<file path="src/rtl/fcims_multi.sv">
// Multi-item inventory/checkout engine: restock, sell (shift-add qty*price), set price, clear total.
// Latency: resp_valid 2 cycles after the accepting edge's cycle, 2+CW for a SELL that multiplies.
// Backpressure: single outstanding request; req_ready only in IDLE, response is a one-cycle pulse.
// Ports: req_* request in (valid/ready), resp_* one-cycle result, total running sum, empty per-item flags.
module fcims_multi #(
    parameter int NITEMS = 4,
    parameter int CW     = 4,
    parameter int PW     = 4,
    parameter int TW     = 8,
    parameter int IW     = (NITEMS > 1) ? $clog2(NITEMS) : 1
) (
    input  logic              clk,
    input  logic              reset_n,
    input  logic              req_valid,
    output logic              req_ready,
    input  logic [1:0]        req_op,
    input  logic [IW-1:0]     req_item,
    input  logic [CW-1:0]     req_qty,
    input  logic [PW-1:0]     req_price,
    output logic              resp_valid,
    output logic [1:0]        resp_status,
    output logic [CW-1:0]     resp_count,
    output logic [PW+CW-1:0]  resp_cost,
    output logic [TW-1:0]     total,
    output logic [NITEMS-1:0] empty
);

    localparam logic [1:0] OP_RESTOCK = 2'b00;
    localparam logic [1:0] OP_SELL    = 2'b01;
    localparam logic [1:0] OP_SETP    = 2'b10;
    localparam logic [1:0] OP_CLEAR   = 2'b11;

    localparam logic [1:0] ST_OK     = 2'b00;
    localparam logic [1:0] ST_REJECT = 2'b01;
    localparam logic [1:0] ST_COVF   = 2'b10;
    localparam logic [1:0] ST_TOVF   = 2'b11;

    localparam int MW = (CW > 1) ? $clog2(CW) : 1;
    localparam int XW = PW + CW;

    typedef enum logic [1:0] {S_IDLE, S_CHECK, S_MUL, S_RESP} state_t;

    state_t r_state, w_state_nxt;

    logic [1:0]    r_op;
    logic [IW-1:0] r_item;
    logic [CW-1:0] r_qty;
    logic [PW-1:0] r_price;

    logic [CW-1:0] r_count [NITEMS];
    logic [PW-1:0] r_ptab  [NITEMS];
    logic [TW-1:0] r_total;

    logic [XW-1:0] r_acc;
    logic [XW-1:0] r_mcand;
    logic [CW-1:0] r_mplier;
    logic [MW-1:0] r_mcnt;

    logic [1:0]    r_status;
    logic [CW-1:0] r_rcount;
    logic [XW-1:0] r_rcost;

    logic          w_item_bad;
    logic [CW-1:0] w_cur_cnt;
    logic [PW-1:0] w_cur_price;
    logic [CW:0]   w_rsum;
    logic          w_sell_ok;
    logic          w_mul_last;
    logic [XW-1:0] w_prod;
    logic [TW:0]   w_tsum;

    // Index range check only exists when the index field can address past the last slot.
    generate
        if ((1 << IW) > NITEMS) begin : g_item_chk
            assign w_item_bad = ({1'b0, r_item} >= (IW+1)'(NITEMS));
        end else begin : g_item_nochk
            assign w_item_bad = 1'b0;
        end
    endgenerate

    assign w_cur_cnt   = r_count[r_item];
    assign w_cur_price = r_ptab[r_item];
    assign w_rsum      = {1'b0, w_cur_cnt} + {1'b0, r_qty};
    assign w_sell_ok   = (r_qty <= w_cur_cnt);
    assign w_mul_last  = (r_mcnt == MW'(CW - 1));
    // Product including the final partial product, used on the MUL->RESP edge.
    assign w_prod      = r_acc + (r_mplier[0] ? r_mcand : '0);
    assign w_tsum      = {1'b0, r_total} + (TW+1)'(w_prod);

    assign req_ready   = (r_state == S_IDLE);
    assign resp_valid  = (r_state == S_RESP);
    assign resp_status = r_status;
    assign resp_count  = r_rcount;
    assign resp_cost   = r_rcost;
    assign total       = r_total;

    always_comb begin
        empty = '0;
        for (int i = 0; i < NITEMS; i++) begin
            empty[i] = (r_count[i] == '0);
        end
    end

    always_ff @(posedge clk or negedge reset_n) begin
        if (!reset_n) r_state <= S_IDLE;
        else          r_state <= w_state_nxt;
    end

    always_comb begin
        w_state_nxt = r_state;
        case (r_state)
            S_IDLE:  if (req_valid) w_state_nxt = S_CHECK;
            S_CHECK: w_state_nxt = (!w_item_bad && r_op == OP_SELL && w_sell_ok) ? S_MUL : S_RESP;
            S_MUL:   if (w_mul_last) w_state_nxt = S_RESP;
            S_RESP:  w_state_nxt = S_IDLE;
            default: w_state_nxt = S_IDLE;
        endcase
    end

    // All commits happen on the edge that enters RESP, so total/empty are current during resp_valid.
    always_ff @(posedge clk or negedge reset_n) begin
        if (!reset_n) begin
            r_op     <= '0;
            r_item   <= '0;
            r_qty    <= '0;
            r_price  <= '0;
            r_total  <= '0;
            r_acc    <= '0;
            r_mcand  <= '0;
            r_mplier <= '0;
            r_mcnt   <= '0;
            r_status <= ST_OK;
            r_rcount <= '0;
            r_rcost  <= '0;
            for (int i = 0; i < NITEMS; i++) begin
                r_count[i] <= '0;
                r_ptab[i]  <= '0;
            end
        end else begin
            case (r_state)
                S_IDLE: begin
                    if (req_valid) begin
                        r_op    <= req_op;
                        r_item  <= req_item;
                        r_qty   <= req_qty;
                        r_price <= req_price;
                    end
                end
                S_CHECK: begin
                    r_rcost  <= '0;
                    r_status <= ST_OK;
                    r_rcount <= w_cur_cnt;
                    if (w_item_bad) begin
                        r_status <= ST_REJECT;
                        r_rcount <= '0;
                    end else begin
                        case (r_op)
                            OP_RESTOCK: begin
                                if (w_rsum[CW]) begin
                                    r_status <= ST_COVF;
                                end else begin
                                    r_count[r_item] <= w_rsum[CW-1:0];
                                    r_rcount        <= w_rsum[CW-1:0];
                                end
                            end
                            OP_SELL: begin
                                if (!w_sell_ok) begin
                                    r_status <= ST_REJECT;
                                end else begin
                                    r_acc    <= '0;
                                    r_mcand  <= XW'(w_cur_price);
                                    r_mplier <= r_qty;
                                    r_mcnt   <= '0;
                                end
                            end
                            OP_SETP:  r_ptab[r_item] <= r_price;
                            OP_CLEAR: r_total <= '0;
                            default: ;
                        endcase
                    end
                end
                S_MUL: begin
                    r_acc    <= w_prod;
                    r_mcand  <= r_mcand << 1;
                    r_mplier <= r_mplier >> 1;
                    r_mcnt   <= r_mcnt + 1'b1;
                    if (w_mul_last) begin
                        r_rcost <= w_prod;
                        if (w_tsum[TW]) begin
                            r_status <= ST_TOVF;
                            r_rcount <= w_cur_cnt;
                        end else begin
                            r_status        <= ST_OK;
                            r_count[r_item] <= w_cur_cnt - r_qty;
                            r_rcount        <= w_cur_cnt - r_qty;
                            r_total         <= w_tsum[TW-1:0];
                        end
                    end
                end
                default: ;
            endcase
        end
    end

endmodule

</file>
<file path="config.mk">
export PLATFORM = sky130hd
export DESIGN_NAME = fcims_multi
export DESIGN_NICKNAME = d
export VERILOG_FILES = /design/src/rtl/fcims_multi.sv
export SDC_FILE = /design/constraint.sdc
export NUM_CORES = 1
export LEC_CHECK = 0
export BUFFER_PORTS_ARGS = -buffer_cell sky130_fd_sc_hd__buf_2
export CORE_MARGIN = 5
export CORE_UTILIZATION = 45
export CTS_CLUSTER_SIZE = 14
export DETAILED_ROUTE_END_ITERATION = 16
export GPL_TIMING_DRIVEN = 0
export PLACE_DENSITY = 0.64
export SLEW_MARGIN = 20
export SYNTH_ARGS = -nofsm -noshare
export SYNTH_HDL_FRONTEND = slang
export SYNTH_SLANG_ARGS = --single-unit
</file>
<file path="constraint.sdc">
create_clock -name clk -period 4.1 [get_ports clk]
set_clock_uncertainty 0.15 [all_clocks]
set_input_delay 0.41 -clock clk [delete_from_list [all_inputs] [get_ports clk]]
set_output_delay 0.41 -clock clk [all_outputs]
set_load 0.005 [all_outputs]
</file>
==> results of run 1 <==
==> metal layers <==
layer | vias to the layer above | share of wire (%) | wire, microns
li1 | 1775 | - | -
met1 | 1823 | 46 | 5270
met2 | 68 | 48 | 5450
met3 | 21 | 3.7 | 424
met4 | 0 | 2.4 | 278
met5 | - | 0 | 0
==> timing repair <==
item / in CTS / in global routing
pin swaps: 9 / 4
hold endpoints to repair: 28 / 0
endpoints found under the setup margin: 27 / 17
hold buffers: 1 / 0
buffers inserted: 9 / 8
resized for setup: 17 / 6
==> critical path, stage by stage (launching register included) <==
cell and delay [ns]:
dfrtp_2 0.46, and2_4 0.16, ha_4 0.16, fa_2 0.37, a21o_1 0.18, a21oi_2 0.15, o21bai_1 0.11, a21oi_2 0.20
xor2_2 0.20, inv_2 0.07, ha_4 0.16, a2111o_1 0.31, o22a_4 0.24, a221oi_4 0.33, buf_6 0.15, nand3b_1 0.19
mux2_4 0.36
==> kinds of logic (layout without fill, tap and decap cells) <==
family	count (synthesis)	count (layout)	share of synthesized area, %
simple gates	122	122	11.3
compound gates	96	96	12.4
flops	90	90	45.2
mux	63	63	15.7
buf+inv	42	117	3.42
fa+ha+maj	33	33	8.90
xor+xnor	17	17	2.99
==> layout make-up <==
type / instances / area, sq um / area share (%)
Multi-Input combinational cell: 331 / 2670 / 45.4
Sequential cell: 90 / 2250 / 38.4
Timing Repair Buffer: 61 / 382 / 6.50
Tap cell: 140 / 175 / 2.98
Clock buffer: 9 / 124 / 2.11
Clock inverter: 6 / 116 / 1.98
Inverter: 23 / 86.3 / 1.47
Buffer: 18 / 72.6 / 1.24
==> final timing paths <==
kind,slack [ns],cells past startpoint,end,from
setup / recovery,0.05,16,r_count[7]$_DFFE_PN0P_,r_mplier[0]$_DFFE_PN0P_
hold / removal,0.12,2,r_op[0]$_DFFE_PN0P_,req_op[0]
setup reg to reg,0.05,16,r_count[7]$_DFFE_PN0P_,r_mplier[0]$_DFFE_PN0P_
hold reg to reg,0.33,2,resp_status[1]$_DFFE_PN0P_,resp_status[1]$_DFFE_PN0P_
max in group asynchronous,2.88,3,r_state[1]$_DFFE_PN0P_,reset_n
min in group asynchronous,0.32,2,total[6]$_DFFE_PN0P_,reset_n
==> sequential cells by signal, indices dropped and copies added, names as in the netlist <==
signal,flops
r_acc,8
r_count,16
r_item,2
r_mcand,8
r_mcnt,2
r_mplier,4
r_op,2
r_price,4
r_ptab,16
r_qty,4
r_state,2
resp_cost,8
resp_count,4
resp_status,2
total,8
==> synth_stat cells (all sizes together), types with 2 or more instances <==
master and count:
a31oi 3, mux2 42, nor3b 3, or3 2
buf 7, nand2b 5, a22oi 2, fa 4
inv 23, nand2 63, nand3 10, a21o 6
and2 7, a221oi 2, o21a 2, nand3b 3
xnor2 9, o31ai 3, nor2 19, xor2 8
a32o 3, nor4 4, dfrtp 90, mux4 8
clkbuf 12, o22a 2, ha 29, o21ai 37
mux2i 13, a211oi 3, o22ai 2, nor2b 5
o211ai 6, a21oi 18
==> power by group <==
group / internal (mW) / leakage (nW) / total, mW / switching (mW)
combinational: 1.05 / 1.49 / 2.43 / 1.39
sequential: 1.22 / 1.16 / 1.48 / 0.263
clock: 0.405 / 0.119 / 0.729 / 0.324
total: 2.67 / 2.77 / 4.64 / 1.97
==> metrics.txt, run 1 <==
maximum vdd drop 0.000379 V; NumNets Final 582; critical path arrival 4.16 ns; via/cell ratio 5.44; Layout area overhead 18.0%; relative slew slack 54.0%; flop and latch count out of synthesis 90; commonest non-fill, non-tap cell in the layout dfrtp_1; worst-margin pin slew 0.688 ns; Clk Latency, worst-skew pair 0.37 ns; asr flop ratio synth 100%; initial core utilization 45.9%; Num CTS Buffers 9; WL per Instance 16.8 microns; Max Cap Viol 0; Pwr Density 790 nW/um^2; design area 5870 sq um; Max clock buf depth 2; DR iter-0 viols 110; # setup viols final 0; post-synthesis sequential area ratio 45.2%; GR Util met3 3.47%; RSZ-0062 raised after global routing yes; Clk pin slew, worst setup/hold paths 0.09 ns; Root Buffer clkbuf_8; Leakage 2.77 nW; fill count 981; final core occ 54.2%; Tmin final 4.05 ns; setup_tns 0 ns; Synth Instances 463; Total GRT Usage 18.3%; Netlist cell types 47; vias in the first global route 3965; total grt overflow 0; WP data required 4.21 ns; first-pass GRT wire length 19200 microns; DR pass1 iterations 6; Synth Flop Type dfrtp_1; die width 115 microns; pre-CTS setup slack -0.544 ns; Setup crit start kind flop; CTS sink cnt 90; CP max FO 6; fin. max-slew vios 0; YS warnings 0; endpoints failing hold 0; Crit. End Element flop; Row Count 38; DP Wirelength 8400 microns; fin crit share 98.9%; routed via count 3687; min setup slack post-route 0.0471 ns; top-area cell type share of the netlist area 45.2%; Pwr Total 4.64 mW; status complete, no violations; worst min-delay path class in2reg; Post-Layout Cell Count 678; Max Clk Rate 0.247 GHz; largest net degree at the start of global routing 63; antenna violations before repair 0; Placed Cells 646; Synth area leaders dfrtp_1, mux2_2, ha_1; gr busiest metal met2; routability cong. 0.868; die height 115 microns; met2 global-route usage 29.0%; Detail Route Antenna Nets 0; antenna cells 0; layout cells sized above 1 27.3%; Die ar. 13300 sq um; final wirelength 11400 microns; post-synthesis net count 511; H-tree levels 3; CORE AREA 10800 sq um; post-synthesis average cell area 10.8 sq um; critical path class reg2reg; Area after DPL 5400 sq um; most frequent cells in the layout dfrtp_1, nand2_1, buf_2; DR DRC count 0; CTS tree built; worst hold slack 0.117 ns; I/O Buffers 42; met1 GRT Util 24.3%; leading area contributor after synthesis dfrtp_1; Cell Area, Synth 4980 sq um; # IOs 43; number of synthesized flops with an enable pin 0
Note: power is estimated with default switching activity, not from simulation.
==> run 2: changes to the inputs <==
PLACE_DENSITY = 0.69   (was 0.64)
RECOVER_POWER = 100   (was default)
==> metrics.txt, run 2 (same netlist as run 1, synthesis figures left out) <==
routability cong. 0.854; Num CTS Buffers 9; layout cells sized above 1 23.8%; Clk pin slew, worst setup/hold paths 0.09 ns; die width 115 microns; pre-CTS setup slack -0.510 ns; Root Buffer clkbuf_8; fill count 959; Leakage 2.67 nW; RSZ-0062 raised after global routing yes; Max Clk Rate 0.240 GHz; met1 wire length 5100 microns; Tmin final 4.16 ns; status complete, but fails checks; WL per Instance 16.9 microns; antenna cells 0; first-pass GRT wire length 18700 microns; # setup viols final 8; Clk Latency, worst-skew pair 0.37 ns; endpoints failing hold 0; Die ar. 13300 sq um; NumNets Final 580; commonest non-fill, non-tap cell in the layout dfrtp_1; vias in the first global route 3815; worst hold path endpoint r_qty[2]$_DFFE_PN0P_; critical path arrival 4.26 ns; total grt overflow 0; DR DRC count 0; DP Wirelength 8330 microns; violated checks capacitance limit, slew limit, setup timing; Max clock buf depth 2; r2r endpoint r_count[15]$_DFFE_PN0P_; critical path class reg2reg; Detail Route Antenna Nets 0; fin. max-slew vios 53; routed via count 3730; min setup slack post-route -0.0588 ns; CTS tree built; most frequent cells in the layout dfrtp_1, nand2_1, mux2_2; die height 115 microns; maximum vdd drop 0.000472 V; relative slew slack -87.5%; I/O Buffers 42; Worst Setup SP r_mplier[0]$_DFFE_PN0P_; H-tree levels 3; CP max FO 4; metal2 WL 5550 microns; Largest regs r_count (16), r_ptab (16); initial core utilization 45.9%; Top Layer Used met4; Crit. End Element flop; setup_tns -0.291 ns; DR iter-0 viols 185; via/cell ratio 5.51; # IOs 43; largest net degree at the start of global routing 53; DR WL met3 454 microns; Layout area overhead 16.2%; setup slack, reg-to-reg -0.06 ns; FF-to-FF Start r_mplier[0]$_DFFE_PN0P_; min-delay src req_qty[2]; DR pass1 iterations 4; final wirelength 11400 microns; antenna violations before repair 0; Setup crit start kind flop; CTS sink cnt 90; WP data required 4.20 ns; Reg2Reg Depth 15; Total GRT Usage 17.8%; Row Count 38; fin crit share 101%; Max Cap Viol 1; CORE AREA 10800 sq um; Hold Crit Depth 2; Pwr Density 791 nW/um^2; worst-margin pin slew 2.81 ns; worst min-delay path class in2reg
run 2: worst max path at each step:
stage	end	slack [ns]	cells past startpoint
2_1_floorplan	r_count[13]$_DFFE_PN0P_	0.02	16
3_3_place_gp	r_count[13]$_DFFE_PN0P_	-0.44	16
3_5_place_dp	r_count[13]$_DFFE_PN0P_	-0.51	16
4_1_cts	r_count[15]$_DFFE_PN0P_	-0.06	15
5_1_grt	r_count[15]$_DFFE_PN0P_	-0.22	15
6_report	r_count[15]$_DFFE_PN0P_	-0.06	15
run 2: critical path: stages, from the launching register on:
cell and delay (ns):
dfrtp_2 0.44, and2_4 0.15, ha_4 0.16, fa_2 0.36, a21o_1 0.21, a21oi_2 0.14, o21bai_1 0.09, a21oi_1 0.15
xor2_1 0.25, inv_1 0.12, ha_4 0.18, a2111o_1 0.32, o22a_4 0.22, a221oi_4 0.37, nor3b_4 0.39, mux2_4 0.33
run 2: metal layers:
metal | vias up | track usage, %
met5 | - | 0
met4 | 0 | 7.43
met3 | 23 | 3.58
met2 | 72 | 28.8
met1 | 1859 | 23.4
li1 | 1776 | -
run 2: repair_timing:
item,in CTS,in global routing
buffers inserted,10,5
hold buffers,1,0
endpoints found under the hold margin,51,0
endpoints found under the setup margin,23,21
resized for setup,16,3
gates cloned,0,0
pin swaps,12,5
run 2: area by class of cell:
| cell class | instances | area (sq um) | share of cell area (%) |
|---|---|---|---|
| plain buffers | 18 | 71.3 | 1.23 |
| clock buffers | 11 | 151 | 2.62 |
| clock inverters | 5 | 67.6 | 1.17 |
| inverters | 23 | 86.3 | 1.49 |
| multi-input cells | 331 | 2660 | 45.9 |
| flip-flops and latches | 90 | 2250 | 38.9 |
| well taps | 140 | 175 | 3.03 |
| repair buffers | 59 | 323 | 5.58 |
run 2: stage by stage:
stage / std cells / hold WS [ns] / utilization [%] / cell area (sq um) / power, mW
after floorplan: 463 / -0.0356 / - / 4980 / 3.15
after global placement: 645 / 0.313 / 49.5 / 5360 / 3.74
after detailed placement: 646 / 0.319 / 49.7 / 5390 / 3.84
after CTS: 672 / 0.100 / 53.1 / 5760 / 4.58
after global routing: 677 / 0.104 / 53.4 / 5790 / 4.94
final: 677 / 0.117 / 53.4 / 5790 / 4.58
run 2: power breakdown:
part / total [mW] / internal (mW) / switching (mW)
sequential: 1.47 / 1.22 / 0.257
clock: 0.669 / 0.326 / 0.343
combinational: 2.44 / 1.04 / 1.40
